===== src/rtl/coffee_pkg.sv =====
// Shared types and constants for the coffee recipe sequencer: FSM state
// encoding, recipe flag bit positions, default recipe table and the
// stage -> actuator mapping.
package coffee_pkg;

  typedef enum logic [2:0] {
    S_IDLE,
    S_WAIT_CUP,
    S_POUR,
    S_SUGAR,
    S_STIR,
    S_DONE
  } state_e;

  // Bit positions inside one 5-bit recipe entry {stir,sugar,coffee,water,milk}
  localparam int FLAG_MILK   = 0;
  localparam int FLAG_WATER  = 1;
  localparam int FLAG_COFFEE = 2;
  localparam int FLAG_SUGAR  = 3;
  localparam int FLAG_STIR   = 4;
  localparam int FLAG_W      = 5;

  // r0..r5 = mwis, mwos, ewis, ewos, cwis, cwos
  localparam logic [29:0] DEFAULT_RECIPE_TBL = 30'h2BDB7839;

  typedef struct packed {
    logic pump;
    logic milk;
    logic water;
    logic coffee;
    logic sugar;
    logic stir;
  } act_t;

  // Actuator pattern for a given stage and latched recipe flags.
  function automatic act_t stage_outs(state_e s, logic [FLAG_W-1:0] f);
    act_t a;
    a = '0;
    case (s)
      S_POUR: begin
        a.pump   = 1'b1;
        a.milk   = f[FLAG_MILK];
        a.water  = f[FLAG_WATER];
        a.coffee = f[FLAG_COFFEE];
      end
      S_SUGAR: a.sugar = 1'b1;
      S_STIR:  a.stir  = 1'b1;
      default: ;
    endcase
    return a;
  endfunction

endpackage


===== src/rtl/coffee_req_prio.sv =====
// Lowest-index-wins priority encoder for the drink request vector.
module coffee_req_prio #(
  parameter int N     = 6,
  parameter int IDX_W = 3
) (
  input  logic [N-1:0]     i_req,
  output logic             o_valid,
  output logic [IDX_W-1:0] o_idx
);

  // Scan from the top down so the lowest set bit is written last and wins.
  always_comb begin
    // NOTE: every output gets a default first so no path leaves it unassigned (no latch).
    o_valid = |i_req;
    o_idx   = '0;
    for (int k = N - 1; k >= 0; k--) begin
      if (i_req[k]) o_idx = IDX_W'(k);
    end
  end

endmodule


===== src/rtl/coffee_recipe_sequencer.sv =====
// Timed drink sequencer: accepts one request, waits for a cup, then runs
// POUR -> SUGAR -> STIR stages from a recipe table and holds DONE until the
// cup is removed. All outputs are registered.
// Optional feature: define COFFEE_SERVE_CNT_EN to add the saturating
// serve_cnt output counting completed drinks.
module coffee_recipe_sequencer
  import coffee_pkg::*;
#(
  parameter int                             NUM_RECIPES = 6,
  parameter logic [NUM_RECIPES*FLAG_W-1:0]  RECIPE_TBL  = DEFAULT_RECIPE_TBL,
  parameter int                             TMR_W       = 8,
  parameter logic [TMR_W-1:0]               POUR_CYC    = 8'd40,
  parameter logic [TMR_W-1:0]               SUGAR_CYC   = 8'd10,
  parameter logic [TMR_W-1:0]               STIR_CYC    = 8'd20,
  parameter logic [TMR_W-1:0]               CUP_TO      = 8'd200,
  localparam int                            ID_W        = $clog2(NUM_RECIPES)
) (
  input  logic                   clk,
  input  logic                   rst_n,
  input  logic                   start,
  input  logic [NUM_RECIPES-1:0] req,
  input  logic                   cup_present,
  output logic                   ack,
  output logic                   busy,
  output logic [ID_W-1:0]        recipe_id,
  output logic                   pump,
  output logic                   milk,
  output logic                   water,
  output logic                   coffee,
  output logic                   sugar,
  output logic                   stir,
  output logic                   done,
  output logic                   err
`ifdef COFFEE_SERVE_CNT_EN
  ,
  output logic [15:0]            serve_cnt
`endif
);

  logic              w_req_valid;
  logic [ID_W-1:0]   w_req_idx;
  logic [FLAG_W-1:0] w_req_flags;

  state_e            w_next;
  logic [TMR_W-1:0]  w_tmr;
  logic              w_ack;
  logic              w_err;

  state_e            r_state;
  logic [TMR_W-1:0]  r_tmr;
  logic [ID_W-1:0]   r_id;
  logic [FLAG_W-1:0] r_flags;
  logic              r_ack;
  logic              r_busy;
  logic              r_done;
  logic              r_err;
  act_t              r_act;

  coffee_req_prio #(
    .N     (NUM_RECIPES),
    .IDX_W (ID_W)
  ) u_prio (
    .i_req   (req),
    .o_valid (w_req_valid),
    .o_idx   (w_req_idx)
  );

  // Look up the 5 recipe flags for the winning request index.
  always_comb begin
    w_req_flags = '0;
    for (int k = 0; k < NUM_RECIPES; k++) begin
      if (w_req_idx == ID_W'(k)) w_req_flags = RECIPE_TBL[k*FLAG_W +: FLAG_W];
    end
  end

  // Next state, stage timer and pulse decisions; abort is checked before stage end.
  always_comb begin
    w_next = r_state;
    w_tmr  = (r_tmr != '0) ? r_tmr - 1'b1 : r_tmr;
    w_ack  = 1'b0;
    w_err  = 1'b0;
    case (r_state)
      S_IDLE: begin
        w_tmr = '0;
        if (start && w_req_valid) begin
          w_next = S_WAIT_CUP;
          w_ack  = 1'b1;
          w_tmr  = CUP_TO - 1'b1;
        end
      end
      S_WAIT_CUP: begin
        if (!start) begin
          w_next = S_IDLE;
          w_err  = 1'b1;
          w_tmr  = '0;
        end else if (cup_present) begin
          w_next = S_POUR;
          w_tmr  = POUR_CYC - 1'b1;
        end else if (r_tmr == '0) begin
          w_next = S_IDLE;
          w_err  = 1'b1;
        end
      end
      S_POUR, S_SUGAR, S_STIR: begin
        if (!start || !cup_present) begin
          w_next = S_IDLE;
          w_err  = 1'b1;
          w_tmr  = '0;
        end else if (r_tmr == '0) begin
          if (r_state == S_POUR && r_flags[FLAG_SUGAR]) begin
            w_next = S_SUGAR;
            w_tmr  = SUGAR_CYC - 1'b1;
          end else if (r_state != S_STIR && r_flags[FLAG_STIR]) begin
            w_next = S_STIR;
            w_tmr  = STIR_CYC - 1'b1;
          end else begin
            w_next = S_DONE;
          end
        end
      end
      S_DONE: begin
        w_tmr = '0;
        if (!start || !cup_present) w_next = S_IDLE;
      end
      default: begin
        w_next = S_IDLE;
        w_tmr  = '0;
      end
    endcase
  end

  // FSM register with outputs registered from the next state.
  always_ff @(posedge clk or negedge rst_n) begin
    if (!rst_n) begin
      r_state <= S_IDLE;
      r_tmr   <= '0;
      r_id    <= '0;
      r_flags <= '0;
      r_ack   <= 1'b0;
      r_busy  <= 1'b0;
      r_done  <= 1'b0;
      r_err   <= 1'b0;
      r_act   <= '0;
    end else begin
      // NOTE: non-blocking everywhere here so all registers update from pre-edge values.
      r_state <= w_next;
      r_tmr   <= w_tmr;
      if (w_ack) begin
        r_id    <= w_req_idx;
        r_flags <= w_req_flags;
      end
      r_ack   <= w_ack;
      r_err   <= w_err;
      r_busy  <= (w_next != S_IDLE);
      r_done  <= (w_next == S_DONE);
      r_act   <= stage_outs(w_next, r_flags);
    end
  end

  assign ack       = r_ack;
  assign busy      = r_busy;
  assign recipe_id = r_id;
  assign done      = r_done;
  assign err       = r_err;
  assign pump      = r_act.pump;
  assign milk      = r_act.milk;
  assign water     = r_act.water;
  assign coffee    = r_act.coffee;
  assign sugar     = r_act.sugar;
  assign stir      = r_act.stir;

`ifdef COFFEE_SERVE_CNT_EN
  logic [15:0] r_serve_cnt;

  // Count entries into DONE; aborted drinks never reach DONE. Saturates.
  always_ff @(posedge clk or negedge rst_n) begin
    if (!rst_n) begin
      r_serve_cnt <= '0;
    end else if (w_next == S_DONE && r_state != S_DONE && r_serve_cnt != 16'hFFFF) begin
      r_serve_cnt <= r_serve_cnt + 1'b1;
    end
  end

  assign serve_cnt = r_serve_cnt;
`endif

endmodule


===== config.mk =====
export PLATFORM = sky130hd
export DESIGN_NAME = coffee_recipe_sequencer
export DESIGN_NICKNAME = d
export VERILOG_FILES = /design/src/rtl/coffee_pkg.sv /design/src/rtl/coffee_req_prio.sv /design/src/rtl/coffee_recipe_sequencer.sv
export SDC_FILE = /design/constraint.sdc
export NUM_CORES = 1
export LEC_CHECK = 0
export ABC_CLOCK_PERIOD_IN_PS = 2800
export BUFFER_PORTS_ARGS = -buffer_cell sky130_fd_sc_hd__buf_2
export CORE_MARGIN = 1.5
export CORE_UTILIZATION = 38
export CTS_CLUSTER_SIZE = 12
export DETAILED_ROUTE_END_ITERATION = 16
export HOLD_SLACK_MARGIN = 0.02
export PLACE_DENSITY = 0.54
export SLEW_MARGIN = 20
export SYNTH_ARGS = -nofsm -noshare
export SYNTH_HDL_FRONTEND = slang
export SYNTH_HIERARCHICAL = 1
export SYNTH_SLANG_ARGS = --single-unit

===== constraint.sdc =====
create_clock -name clk -period 2.8 [get_ports clk]
set_input_delay 0.14 -clock clk [delete_from_list [all_inputs] [get_ports clk]]
set_output_delay 0.14 -clock clk [all_outputs]
set_load 0.03 [all_outputs]

Yosys cells after proc, flatten, opt, wreduce, memory -nomap -nowiden
Index checks and enable logic that the tools add are counted.

operators by class
  reduce and logical (&&, ||, !) cells = 13
  add/sub/neg operators = 1
  equality and inequality tests = 15
  muxes and demuxes = 41

operator list
  kind                   count
  $mux W8                8
  $mux W3                14
  $mux W5                6
  $pmux W8 S3            1
  $eq A3 B2 Y1 const B   6
  $eq A3 B3 Y1 const B   6
  $pmux W3 S4            1
  $mux W1                9
  $logic_not A8 Y1       1
  $reduce_bool A8 Y1     1
  $sub A8 B1 Y8 const B  1
  $eq A3 B1 Y1 const B   2
  $logic_not A3 Y1       2
  $reduce_or A6 Y1       1
  $mux W4                1
  $logic_and A1 B1 Y1    3
  $ne A3 B3 Y1 const B   1
  $reduce_bool A3 Y1     1
  $reduce_or A3 Y1       1
  $logic_not A1 Y1       2
  $pmux W1 S2            1
  $logic_or A1 B1 Y1     1

word-level totals
  register bits after elaboration = 29

Logic depth before layout (Yosys ltp)
  depth in word-level cells = 13
  mapped depth = 7
  gate-level depth less buffers = 6

Modules after synthesis
The synthesis kept the hierarchy.

by module, submodules not included
  module                   cells an instance  area each (um^2)  times used  sequential area each (um^2)
  coffee_recipe_sequencer  139                1480.2            1           725.7
  coffee_req_prio          10                 52.6              1           0.0

Least setup slack after synthesis
OpenSTA, ideal clock, no wires.

  path type = input port to flip-flop
  from = input req[0]
  to = register r_act, in the netlist coffee
  data arrival time = 1.736 ns
  data required time = 2.705 ns
  path slack = 0.969 ns
  setup time = 0.095 ns
  cell stages on the path = 6
  cells stage by stage = or4_1 or3_1 or3b_2 a21oi_1 o21a_1 nor4b_2

on the way
  longest elaborated chain between the ends = 6

RTL lines
  element                RTL line                        RTL
  from (decl)            coffee_recipe_sequencer.sv:21   input logic [NUM_RECIPES-1:0] req,
  $reduce_or A6 Y1       coffee_req_prio.sv:14           o_valid = |i_req;
  named net w_req_valid  coffee_recipe_sequencer.sv:40   logic w_req_valid;
  $logic_and A1 B1 Y1    coffee_recipe_sequencer.sv:85   if (start && w_req_valid) begin
  $mux W3                coffee_recipe_sequencer.sv:85
  $pmux W3 S4            coffee_recipe_sequencer.sv:82   case (r_state)
  $eq A3 B2 Y1           coffee_pkg.sv:39                case (s)
  $mux W4                coffee_pkg.sv:39
  to (signal assigned)   coffee_recipe_sequencer.sv:156  r_act <= stage_outs(w_next, r_flags);
  to (decl)              coffee_recipe_sequencer.sv:57   act_t r_act;

The timed path passes the listed nets, and every way through them passes these cells.
A chain may end at the register's enable or synchronous reset.

Final worst setup path
  from = register r_tmr[0]
  to = register r_act, in the netlist water

on the way
  longest elaborated chain between the ends = 7
  elaborated cells on any way between the ends = 9
  those cells by class = eq/ne (1); mux (7); reduce/logical (1)

RTL lines
  element                 RTL line                                                       RTL
  from (decl)             coffee_recipe_sequencer.sv:50                                  logic [TMR_W-1:0] r_tmr;
  from (signal assigned)  coffee_recipe_sequencer.sv:147                                 r_tmr <= w_tmr;
  $logic_not A8 Y1 *      coffee_recipe_sequencer.sv:99, coffee_recipe_sequencer.sv:109
  $mux W3                 coffee_recipe_sequencer.sv:99                                  end else if (r_tmr == '0) begin
  $mux W3                 coffee_recipe_sequencer.sv:96                                  end else if (cup_present) begin
  $mux W3                 coffee_recipe_sequencer.sv:92                                  if (!start) begin
  $pmux W3 S4 *           coffee_recipe_sequencer.sv:82
  $eq A3 B2 Y1 *          coffee_pkg.sv:39
  $mux W4 *               coffee_pkg.sv:39

Mark *: on every way between the ends. The rest lies on a longest branch, timed or not.

==> impl_metrics.csv <==
group,metric,value,unit
sta,maxSlewViolCount,0,
route,drc_errors,0,
layout,multi_input_comb_area,756,sq um
power,vdd_drop_max,0.302,mV
sta,timing.hold.ws,0.184,ns
place,gp_congestion,0.828,
global_route,grt_pass1_vias,1179,
sta,fin_crit,2.02,ns
clock_tree,cts.sinks,29,
worst_setup_path,r2r_cells,6,
synthesis,synth_compound_area_share,18.8,%
floorplanning,floorplan.initialDensity,40.6,%
global_route,grt_start_max_net_pins,30,
synthesis,postSynthAreaPerCell,10.3,sq um
sta,fin_ws,0.778,ns
floorplanning,die_y,66.5,um
clock_tree,clk_latency,0.28,ns
floorplanning,dieWidth,66.5,um
route,ant_nets,0,
worst_setup_path,cp-startpoint,"r_tmr[0]",
route,vias,1202,
synthesis,synthSimpleGateAreaFrac,23.9,%
sta,fin_setup_tns,0,ns
global_route,grtUsageTotal,17.0,%
synthesis,yosysUniqueCellTypes,52,
worst_setup_path,critPathArrivalTime,2.20,ns
clock_tree,numCtsBuffers,5,
route,dr.pass1.iters,4,
synthesis,synth_fa_ha_area_share,0.816,%
worst_setup_path,r2r_slack,0.78,ns
worst_setup_path,required,2.98,ns
synthesis,synth_edf_count,0,
global_route,antenna_found_initial,0,
layout,drive_gt1_share,23.6,%
sta,relSlewSlack,51.9,%
sta,final-hold-violation-count,0,
clock_tree,htreeDepth,2,
sta,setup_violations,0,
clock_tree,cts_resized,0,
floorplanning,io_pins,23,
floorplanning,fp-row-count,22,
outcome,status,"completed",
synthesis,synth_xor_area_share,2.29,%
layout,area_growth,16.0,%
sta,fin_worst_skew,0.00358,ns
route,via_per_inst,5.41,
place,dp_slack,0.666,ns
synthesis,syn_area,0.00153,sq mm
hold_path,hp-class,"in -> reg",
synthesis,synth_flop_cell,"dfrtp_1",
sta,rsz0062_at_grt,"no",
layout,mostFrequentLayoutCells,"29 x dfrtp_1, 22 x buf_2, 12 x nor2_1",
floorplanning,die_area,0.00442,sq mm
synthesis,yosys_warnings,6,
clock_tree,post_cts_buffers,0,
global_route,grt_pass1_wl,5450,um
synthesis,muxShareOfSynthArea,3.51,%
synthesis,ys_seq_area_share,47.3,%
synthesis,synth-async-reset-ratio,100,%
global_route,overflow,0,
clock_tree,cts_tree,"built",
floorplanning,core,0.00377,sq mm
synthesis,synth_nets,160,
sta,fin_crit_sh,72.2,%
run,maxCapViolCount,0,
worst_setup_path,end_kind,"register",
layout,final_nets,185,
layout,fillers,376,
layout,antennaDiodeCount,0,
sta,fmax,495,MHz
worst_setup_path,crit_fanout,7,
synthesis,syn_inst,149,
route,drtIter0Drc,42,
sta,tightestPinTransition,0.717,ns
place,post-dp-hpwl,2410,um
worst_setup_path,worst_r2r_endpoint,"water",
clock_tree,cts_root_buf,"clkbuf_8",
place,portBuffers,22,
route,wl_per_cell,14.6,um
route,wirelength,3240,um
worst_setup_path,rr_startpoint,"r_tmr[0]",
worst_setup_path,worstSetupEndpoint,"water",
layout,layout_commonest_cell,"dfrtp_1",
layout,seq_area,726,sq um
synthesis,synth_top_family_by_area,"simple AND/OR/NAND/NOR gates",
clock_tree,hold_buffers,1,
worst_setup_path,crit_type,"reg -> reg",
worst_setup_path,setup.worst_path.start_class,"register",
clock_tree,cts.path.max_buffers,2,
power,p_per_area,659,mW/mm^2
power,p_leak,0.832,nW
clock_tree,path_clk_slew,0.06,ns
synthesis,ys_ff_latch,29,
## state kept, by name, summed over array words and instances, names as in the netlist, 3 cells and up
register and cells:
r_tmr 8, r_flags 5, r_state 3, recipe_id 3
## per-layer routing
| metal | vias up | part of all wire (%) | GRT usage (%) | wire [um] |
|---|---|---|---|---|
| met5 | - | 0 | 0 | 0 |
| met4 | 0 | 1.6 | 7.65 | 51 |
| met3 | 7 | 2.4 | 4.05 | 78 |
| met2 | 13 | 51 | 28.9 | 1660 |
| met1 | 586 | 45 | 20.3 | 1460 |
| li1 | 596 | - | - | - |
## worst max-delay path, stage by stage (launching register included)
cell and delay [ns]:
dfrtp_1 0.38, inv_1 0.10, ha_1 0.20, nor3b_2 0.45
nand2_2 0.20, o211a_4 0.33, nor4b_2 0.26
## worst min-delay path by stage
stage | start | endpoint | slack, ns | cells after the start
after floorplan | rst_n | ack | -0.16 | 0
after global placement | rst_n | recipe_id[0] | 0.19 | 1
after detailed placement | rst_n | recipe_id[0] | 0.21 | 1
after CTS | start | err | 0.18 | 2
after global routing | start | err | 0.21 | 2
final | start | err | 0.18 | 2
## synth_stat cells (all sizes together) (3+ instances only)
cell type,count,share of area [%]
nand3,4,1.3
xnor2,3,1.7
clkbuf,3,0.73
nor2b,3,1.2
nand2,7,1.9
nand2b,4,1.6
a21oi,8,2.9
mux2,3,2.2
nor4b,3,2.9
inv,8,2.0
or3b,4,2.3
nor2,13,3.3
a21o,3,1.5
nor3,5,1.6
dfrtp,29,47
a211oi,3,1.5
nor3b,3,1.8
o31ai,3,1.5
o21ai,9,2.9
## kinds of logic after synthesis
kind of cell / count (synthesis)
simple gates: 56
buf+inv: 13
xor+xnor: 4
mux: 5
flops: 29
compound gates: 41
fa+ha+maj: 1
## stage by stage
step           power [mW]  utilization [%]  instances  cell area (sq um)
6_report             1.17             47.1        222               1780
3_5_place_dp        0.837             44.6        214               1680
3_3_place_gp        0.834             44.6        214               1680
5_1_grt              1.24             47.1        222               1780
4_1_cts              1.18             47.1        222               1780
2_1_floorplan       0.753                -        149               1530
## where the power goes
part | total (mW) | switching (mW) | internal, mW | leakage, nW
Clock | 0.342 | 0.148 | 0.194 | 0.0443
Combinational | 0.314 | 0.189 | 0.125 | 0.408
Sequential | 0.515 | 0.0426 | 0.472 | 0.379
Total | 1.17 | 0.379 | 0.792 | 0.832
## area by class of cell
type	instances	area share [%]
Inverter	8	1.69
Tap cell	48	3.38
Timing Repair Buffer	23	6.76
Multi-Input combinational cell	107	42.5
Sequential cell	29	40.8
Clock buffer	7	4.86
Power figures use the tool's default switching activity.
